<file path="src/rtl/wd_pkg.sv">
// Shared types and default constants for the watchdog safe-shutdown sequencer.
// The state encoding is visible on the debug port, so its values are fixed.
package wd_pkg;

    typedef enum logic [2:0] {
        IDLE     = 3'd0,
        RAMP_DN  = 3'd1,
        HOLD     = 3'd2,
        COOLDOWN = 3'd3,
        RESTORE  = 3'd4
    } wd_sd_state_t;

    localparam int WD_AMP_WIDTH       = 8;
    localparam int WD_RAMP_DIV        = 16;
    localparam int WD_HOLD_CYCLES     = 64;
    localparam int WD_COOLDOWN_CYCLES = 256;
    localparam int WD_CNT_WIDTH       = 8;

    function automatic int wd_max3(input int a, input int b, input int c);
        int m;
        m = (a > b) ? a : b;
        return (m > c) ? m : c;
    endfunction

endpackage

</file>
<file path="src/rtl/wd_safe_shutdown.sv">
// Watchdog shutdown sequencer: ramps carrier down, holds downstream reset, cools down, ramps back up.
// All outputs registered (one cycle from sampled input); no backpressure, force_reset is level-sampled.
module wd_safe_shutdown
    import wd_pkg::*;
#(
    parameter int AMP_WIDTH       = WD_AMP_WIDTH,
    parameter int RAMP_DIV        = WD_RAMP_DIV,
    parameter int HOLD_CYCLES     = WD_HOLD_CYCLES,
    parameter int COOLDOWN_CYCLES = WD_COOLDOWN_CYCLES,
    parameter int CNT_WIDTH       = WD_CNT_WIDTH
) (
    input  logic                 clk,
    input  logic                 rstn,
    input  logic                 force_reset,
    input  logic                 fault_clear,
    output logic [AMP_WIDTH-1:0] amp_scale,
    output logic                 rf_enable,
    output logic                 sys_rstn,
    output logic                 fault_latched,
    output logic [CNT_WIDTH-1:0] reset_count,
    output logic                 busy,
    output logic [2:0]           state_o
);

    localparam int TMR_MAX = wd_max3(RAMP_DIV, HOLD_CYCLES, COOLDOWN_CYCLES);
    localparam int TMR_W   = (TMR_MAX > 1) ? $clog2(TMR_MAX) : 1;

    localparam logic [TMR_W-1:0]     RAMP_LAST = TMR_W'(RAMP_DIV - 1);
    localparam logic [TMR_W-1:0]     HOLD_LAST = TMR_W'(HOLD_CYCLES - 1);
    localparam logic [TMR_W-1:0]     COOL_LAST = TMR_W'(COOLDOWN_CYCLES - 1);
    localparam logic [AMP_WIDTH-1:0] AMP_FULL  = '1;
    localparam logic [AMP_WIDTH-1:0] AMP_PRE   = AMP_FULL - 1'b1;
    localparam logic [CNT_WIDTH-1:0] CNT_FULL  = '1;

    wd_sd_state_t         state_q, state_d;
    logic [TMR_W-1:0]     tmr_q, tmr_d;
    logic [AMP_WIDTH-1:0] amp_q, amp_d;
    logic                 rf_q, rf_d;
    logic                 srn_q, srn_d;
    logic                 fault_q, fault_d;
    logic [CNT_WIDTH-1:0] cnt_q, cnt_d;
    logic                 busy_q, busy_d;
    logic [CNT_WIDTH-1:0] cnt_inc;

    assign cnt_inc = (cnt_q == CNT_FULL) ? cnt_q : cnt_q + 1'b1;

    // Reset lands in HOLD so power-up runs the same soft-start as a watchdog recovery.
    always_ff @(posedge clk or negedge rstn) begin
        if (!rstn) begin
            state_q <= HOLD;
            tmr_q   <= '0;
            amp_q   <= '0;
            rf_q    <= 1'b0;
            srn_q   <= 1'b0;
            fault_q <= 1'b0;
            cnt_q   <= '0;
            busy_q  <= 1'b1;
        end else begin
            state_q <= state_d;
            tmr_q   <= tmr_d;
            amp_q   <= amp_d;
            rf_q    <= rf_d;
            srn_q   <= srn_d;
            fault_q <= fault_d;
            cnt_q   <= cnt_d;
            busy_q  <= busy_d;
        end
    end

    always_comb begin
        state_d = state_q;
        tmr_d   = tmr_q + 1'b1;
        amp_d   = amp_q;
        rf_d    = rf_q;
        srn_d   = srn_q;
        fault_d = fault_q;
        cnt_d   = cnt_q;

        unique case (state_q)
            IDLE: begin
                tmr_d = '0;
                amp_d = AMP_FULL;
                rf_d  = 1'b1;
                srn_d = 1'b1;
                if (fault_clear) fault_d = 1'b0;
                if (force_reset) begin
                    state_d = RAMP_DN;
                    fault_d = 1'b1;
                end
            end

            // Amplitude reaching zero is observed for one cycle before HOLD.
            RAMP_DN: begin
                if (amp_q == '0) begin
                    state_d = HOLD;
                    tmr_d   = '0;
                    cnt_d   = cnt_inc;
                    rf_d    = 1'b0;
                    srn_d   = 1'b0;
                end else if (tmr_q == RAMP_LAST) begin
                    amp_d = amp_q - 1'b1;
                    tmr_d = '0;
                end
            end

            HOLD: begin
                amp_d = '0;
                rf_d  = 1'b0;
                srn_d = 1'b0;
                if (tmr_q == HOLD_LAST) begin
                    state_d = COOLDOWN;
                    tmr_d   = '0;
                    srn_d   = 1'b1;
                end
            end

            COOLDOWN: begin
                amp_d = '0;
                rf_d  = 1'b0;
                srn_d = 1'b1;
                if (tmr_q == COOL_LAST) begin
                    tmr_d = '0;
                    if (force_reset) begin
                        state_d = HOLD;
                        cnt_d   = cnt_inc;
                        fault_d = 1'b1;
                        srn_d   = 1'b0;
                    end else begin
                        state_d = RESTORE;
                        rf_d    = 1'b1;
                    end
                end
            end

            // A trip here ramps down from wherever the amplitude currently is.
            RESTORE: begin
                rf_d  = 1'b1;
                srn_d = 1'b1;
                if (force_reset) begin
                    state_d = RAMP_DN;
                    tmr_d   = '0;
                    fault_d = 1'b1;
                end else if (amp_q == AMP_FULL) begin
                    state_d = IDLE;
                    tmr_d   = '0;
                end else if (tmr_q == RAMP_LAST) begin
                    amp_d = amp_q + 1'b1;
                    tmr_d = '0;
                    if (amp_q == AMP_PRE) state_d = IDLE;
                end
            end

            default: begin
                state_d = HOLD;
                tmr_d   = '0;
                amp_d   = '0;
                rf_d    = 1'b0;
                srn_d   = 1'b0;
            end
        endcase

        busy_d = (state_d != IDLE);
    end

    assign amp_scale     = amp_q;
    assign rf_enable     = rf_q;
    assign sys_rstn      = srn_q;
    assign fault_latched = fault_q;
    assign reset_count   = cnt_q;
    assign busy          = busy_q;
    assign state_o       = 3'(state_q);

endmodule

</file>
<file path="config.mk">
export PLATFORM = sky130hd
export DESIGN_NAME = wd_safe_shutdown
export DESIGN_NICKNAME = d
export VERILOG_FILES = /design/src/rtl/wd_pkg.sv /design/src/rtl/wd_safe_shutdown.sv
export SDC_FILE = /design/constraint.sdc
export NUM_CORES = 1
export LEC_CHECK = 0
export CORE_AREA = 2 2 79 66
export DETAILED_ROUTE_END_ITERATION = 8
export DIE_AREA = 0 0 81 68
export GPL_ROUTABILITY_DRIVEN = 0
export HOLD_SLACK_MARGIN = 0.02
export MAX_ROUTING_LAYER = met4
export PLACE_DENSITY_LB_ADDON = 0.25
export SYNTH_ARGS = -nofsm -noshare
export SYNTH_HDL_FRONTEND = slang
export SYNTH_SLANG_ARGS = --single-unit
export TNS_END_PERCENT = 100
</file>
<file path="constraint.sdc">
create_clock -name clk -period 3.2 [get_ports clk]
set_input_delay 0.48 -clock clk [delete_from_list [all_inputs] [get_ports clk]]
set_output_delay 0.48 -clock clk [all_outputs]
set_load 0.05 [all_outputs]
</file>
==> results of run 1 <==
kinds of logic (layout without fill, tap and decap cells):
kind of cell,count (synthesis),in the layout,share of synthesized area (%)
simple gates,75,75,21.9
compound gates,41,41,15.1
flops,31,31,43.0
xor+xnor,18,18,8.71
buf+inv,14,45,3.46
fa+ha+maj,9,9,6.64
mux,2,2,1.18
worst max path at each step:
stage,from,to,slack (ps),depth (start not counted)
floorplan,state_o[1],amp_scale[7],480,10
global placement,state_o[0],amp_scale[7],590,9
detailed placement,state_o[0],amp_scale[7],490,9
CTS,state_o[0],amp_scale[7],460,9
global route,state_o[0],amp_scale[7],210,9
finish,state_o[0],amp_scale[7],440,9
per-layer routing:
metal | up-vias | global-route usage, % | share of wire, %
met5 | - | - | 0
met4 | 0 | 4.45 | 0.49
met3 | 2 | 5.41 | 4.5
met2 | 31 | 20.2 | 38
met1 | 685 | 25.0 | 57
li1 | 738 | - | -
area by class of cell:
class / instances / area [um^2] / share of cell area (%)
clock buffer: 6 / 82.6 / 3.67
clock inverter: 2 / 35.0 / 1.56
inverter: 10 / 37.5 / 1.67
multi-input combinational: 145 / 968 / 43.1
sequential: 31 / 778 / 34.6
tap: 62 / 77.6 / 3.45
timing repair buffer: 27 / 268 / 11.9
critical path, delay by kind of cell (launching register included):
kind | cells | cell delay [ps]
xor+xnor | 1 | 210
mux | 1 | 200
flops | 1 | 490
simple gates | 2 | 570
compound gates | 4 | 800
fa+ha+maj | 1 | 360
state kept, by name, indices dropped and copies added, names as in the netlist:
signal,count
amp_scale,8
busy,1
fault_latched,1
reset_count,8
rf_enable,1
state_o,3
sys_rstn,1
tmr_q,8
layout by cell type (no fill, tap or decap), types with 2 or more instances in the layout:
cell,netlist,final
nand3_1,9,9
a21oi_1,11,11
or3_1,4,4
xnor2_1,13,13
ha_1,8,8
and3_1,4,4
nand2_1,21,21
nand4_1,6,6
nor2_1,14,14
nor2b_1,2,2
and2_1,2,2
clkdlybuf4s50_1,0,26
dfrtp_1,29,29
a2bb2oi_1,6,6
a22oi_1,2,2
inv_1,10,10
xor2_1,5,5
clkbuf_8,0,6
o21bai_1,2,2
nor3_1,4,4
o21ai_0,9,9
dfstp_2,2,2
power by group:
group | switching (mW) | leakage, nW | total, mW | internal, mW
clock network | 0.148 | 0.0612 | 0.400 | 0.252
registers | 0.134 | 0.396 | 0.634 | 0.500
logic | 0.485 | 0.523 | 0.812 | 0.327
total | 0.767 | 0.980 | 1.85 | 1.08
metrics by stage:
step	cells	utilization (%)	worst slack, ps
floorplan	190	-	477
global placement	275	44.6	590
detailed placement	275	44.6	489
CTS	283	47.0	458
global route	283	47.0	209
finish	283	47.0	439
==> results.json, run 1 <==
{
  "overflow": 0,
  "placed_cell_area_um2": 2130,
  "fp.dieW_um": 81,
  "layout-drive-gt1-share_pct": 7.69,
  "period_needed_ps": 2760,
  "grt_start_max_net_pins": 32,
  "setup_viol": 0,
  "syn-mean-instance-area_um2": 9.52,
  "holdWs_ps": 486,
  "dr_total_vias": 1456,
  "clk_pin_slew_ps": 70,
  "status": "complete, no violations",
  "ant_nets": 0,
  "slowest_stage": "dfrtp_1",
  "cts_buffers": 5,
  "worst_pin_slew_ps": 507,
  "clk_latency_ps": 290,
  "synth_cells": 190,
  "num_rows": 23,
  "cp_cell_sequence": "nor2_1 -> nand2_1 -> ha_1 -> a21oi_1 -> o211ai_1 -> o41ai_1 -> xor2_1 -> mux2i_1 -> a2bb2oi_1",
  "h-tree-depth": 2,
  "die-area_um2": 5510,
  "cts_tree": "yes",
  "netlist.area_leader.share_pct": 40.1,
  "wirelength_mm": 3.85,
  "critPathKind": "register to register",
  "start_util_pct": 37.9,
  "cp_data_required_time_ps": 3360,
  "leakage_nw": 0.980,
  "synth.most_common_cell": "dfrtp_1",
  "worst-path-max-fanout": 11,
  "finalMaxSlewViolations": 0,
  "yosysUniqueCellTypes": 46,
  "maxSlewHeadroom_pct": 66.1,
  "grt_pass1_wl_mm": 6.66,
  "fin_worst_skew_ps": 7.39,
  "holdBufCountCts": 0,
  "ys_top_cells_by_area": "dfrtp_1, xnor2_1, ha_1, nand2_1, a21oi_1",
  "period_share_pct": 86.3,
  "antennaDiodeCount": 0,
  "max_freq_ghz": 0.362,
  "cts-resized-gates": 0,
  "power.total_mw": 1.85,
  "ys_ff_latch": 31,
  "num-nets-final": 233,
  "setup_tns_ps": 0,
  "drt_iter0_markers": 131,
  "synth-async-reset-ratio_pct": 100,
  "ys.flop_type": "dfrtp_1",
  "reg2reg_depth": 9,
  "ios": 27,
  "min_from": "tmr_q[0]",
  "hold_path_end": "tmr_q[0]",
  "synth_edf_count": 0,
  "numPortBuffers": 26,
  "power-per-cell-area_nw_per_um2": 822,
  "finalHoldViolCount": 0,
  "clockBufferDepth": 2,
  "first_pass_iters": 4,
  "yosysTopAreaCell": "dfrtp_1",
  "crit_path_end_kind": "register",
  "worst_hold_path_type": "register to register",
  "crit_arrival_ps": 2920,
  "critical_path.max_stage_delay_ps": 490,
  "start_kind": "register",
  "core_area_um2": 4780,
  "rsz0062_at_grt": "no",
  "worstReg2RegStart": "state_o[0]",
  "ir_worst_vdd_mv": 0.546,
  "postCtsSetupBuffers": 0,
  "wire_per_inst_um": 13.6,
  "seq_area_frac_synth_pct": 43.0,
  "synthTopCellsByCount": "dfrtp_1, nand2_1, nor2_1, xnor2_1, a21oi_1",
  "design_area_um2": 2250,
  "drv_cap": 0,
  "syn_to_final_growth_pct": 24.2,
  "drc": 0,
  "yosysWarnings": 0,
  "fp.dieH_um": 68,
  "fillCellCount": 492,
  "r2r_slack_ps": 440,
  "via_per_inst": 5.14,
  "min_delay_path_depth": 1,
  "ctsRootBufferMaster": "clkbuf_8",
  "syn_nets": 203,
  "reg2reg_to": "amp_scale[7]",
  "grt_pass1_vias": 1358,
  "netlist_area_um2": 1810,
  "grt_antenna_before_repair": 0,
  "dp_hpwl_mm": 2.85,
  "grt_util_all_layers_pct": 16.4,
  "cts_sinks": 31
}
Note: power is estimated with default switching activity, not from simulation.
==> run 2, diff against run 1 <==
Settings changed: RECOVER_POWER from default to 100, SKIP_LAST_GASP from default to 1.
==> run 2 against run 1 <==
Compared with the run above: the run now ends with capacitance limit, slew limit left; first-iteration DRC count decreased by 3.1%; highest routed layer unchanged; die area unchanged; critical endpoint unchanged; largest cell class unchanged; critical path depth unchanged.
==> results.json, run 2 (synthesis gave the netlist of run 1 again) <==
{
  "cts-resized-gates": 0,
  "ios": 27,
  "wire_per_inst_um": 13.6,
  "top_usage_layer": "met1",
  "max_freq_ghz": 0.363,
  "syn_to_final_growth_pct": 23.1,
  "dp_hpwl_mm": 2.85,
  "instances_no_fill": 283,
  "finalMaxSlewViolations": 32,
  "clk_pin_slew_ps": 70,
  "via_per_inst": 5.20,
  "crit_arrival_ps": 2920,
  "layout_common_cells": "dfrtp_1, dlygate4sd3_1, nand2_1",
  "setup_viol": 0,
  "final_common_cell": "dfrtp_1",
  "holdWs_ps": 489,
  "overflow": 0,
  "drc": 0,
  "placed_cell_area_um2": 2130,
  "grt_pass1_wl_mm": 6.66,
  "core_area_um2": 4780,
  "start_util_pct": 37.9,
  "grt_util_all_layers_pct": 16.4,
  "fp.dieW_um": 81,
  "cts_tree": "yes",
  "dpl.cell_count": 275,
  "global_route.usage.met2_pct": 20.2,
  "ir_worst_vdd_mv": 0.522,
  "ant_nets": 0,
  "antennaDiodeCount": 0,
  "ctsRootBufferMaster": "clkbuf_8",
  "num_rows": 23,
  "grt_antenna_before_repair": 0,
  "grt_pass1_vias": 1358,
  "fp.dieH_um": 68,
  "worst_hold_path_type": "register to register",
  "period_needed_ps": 2760,
  "crit_path_end_kind": "register",
  "rsz0062_at_grt": "no",
  "wirelength_mm": 3.86,
  "num-nets-final": 233,
  "power-per-cell-area_nw_per_um2": 814,
  "design_area_um2": 2230,
  "first_pass_iters": 4,
  "start_kind": "register",
  "dr_total_vias": 1473,
  "finalHoldViolCount": 0,
  "grt_start_max_net_pins": 32,
  "violations": "capacitance limit, slew limit",
  "h-tree-depth": 2,
  "clk_latency_ps": 290,
  "status": "complete, but fails checks",
  "maxSlewHeadroom_pct": -11.5,
  "cts_buffers": 5,
  "setup_tns_ps": 0,
  "worst-path-max-fanout": 10,
  "power.total_mw": 1.81,
  "period_share_pct": 86.2,
  "fin_worst_skew_ps": 4.56,
  "postCtsSetupBuffers": 0,
  "clockBufferDepth": 2,
  "critPathKind": "register to register",
  "die-area_um2": 5510,
  "drt_iter0_markers": 127,
  "layout-drive-gt1-share_pct": 5.88,
  "gr-usage-met3_pct": 5.41,
  "holdBufCountCts": 0,
  "numPortBuffers": 26,
  "worst_pin_slew_ps": 1670,
  "cp_data_required_time_ps": 3360,
  "use_met1_pct": 25.0,
  "drv_cap": 1,
  "cts_sinks": 31,
  "leakage_nw": 1.02
}
==> run 2: cell types whose count changed in the layout (fill, tap and decap cells not counted), sizes merged <==
cell / before / now
dlygate4sd3: 0 / 24
clkbuf: 6 / 7
clkdlybuf4s50: 26 / 2
buf: 1 / 0
==> run 2: critical path, cell delays in order, from the launching register on <==
cell	delay, ps
dfstp_1	690
nor2_1	160
nand2_1	290
ha_1	300
a21oi_1	190
o211ai_1	160
o41ai_1	360
xor2_1	210
mux2i_1	200
a2bb2oi_1	80
==> run 2: area by class of cell <==
cell class,instances,area (um^2)
multi-input cells,145,952
inverters,10,37.5
fillers,495,2550
clock inverters,2,35.0
clock buffers,6,82.6
well taps,62,77.6
repair buffers,27,264
flip-flops and latches,31,778
==> run 2: path summary, 6_finish.rpt <==
kind                                      from        endpoint  slack (ps)  cells past startpoint
worst max register to register      state_o[1]    amp_scale[7]         440                      9
worst min register to register  reset_count[5]  reset_count[5]         490                      1
worst max-delay path                state_o[1]    amp_scale[7]         440                      9
min in group asynchronous                 rstn        tmr_q[4]        1160                      2
max in group asynchronous                 rstn      state_o[0]        1070                      2
worst min-delay path            reset_count[5]  reset_count[5]         490                      1
==> run 2: per-stage QoR <==
stage / utilization [%] / worst slack (ps)
final: 46.6 / 443
after global routing: 46.6 / 191
after CTS: 47.0 / 458
after detailed placement: 44.6 / 489
after global placement: 44.6 / 590
after floorplan: - / 477
==> run 2: where the power goes <==
group	total [mW]	switching (mW)	internal, mW
registers	0.630	0.131	0.499
clock network	0.404	0.152	0.252
logic	0.779	0.477	0.302
total	1.81	0.761	1.05
==> run 2: per-layer routing <==
| layer | vias to the layer above | routed length [um] |
|---|---|---|
| met4 | 0 | 45 |
| met5 | - | 0 |
| met2 | 35 | 1450 |
| li1 | 742 | - |
| met1 | 690 | 2180 |
| met3 | 6 | 183 |
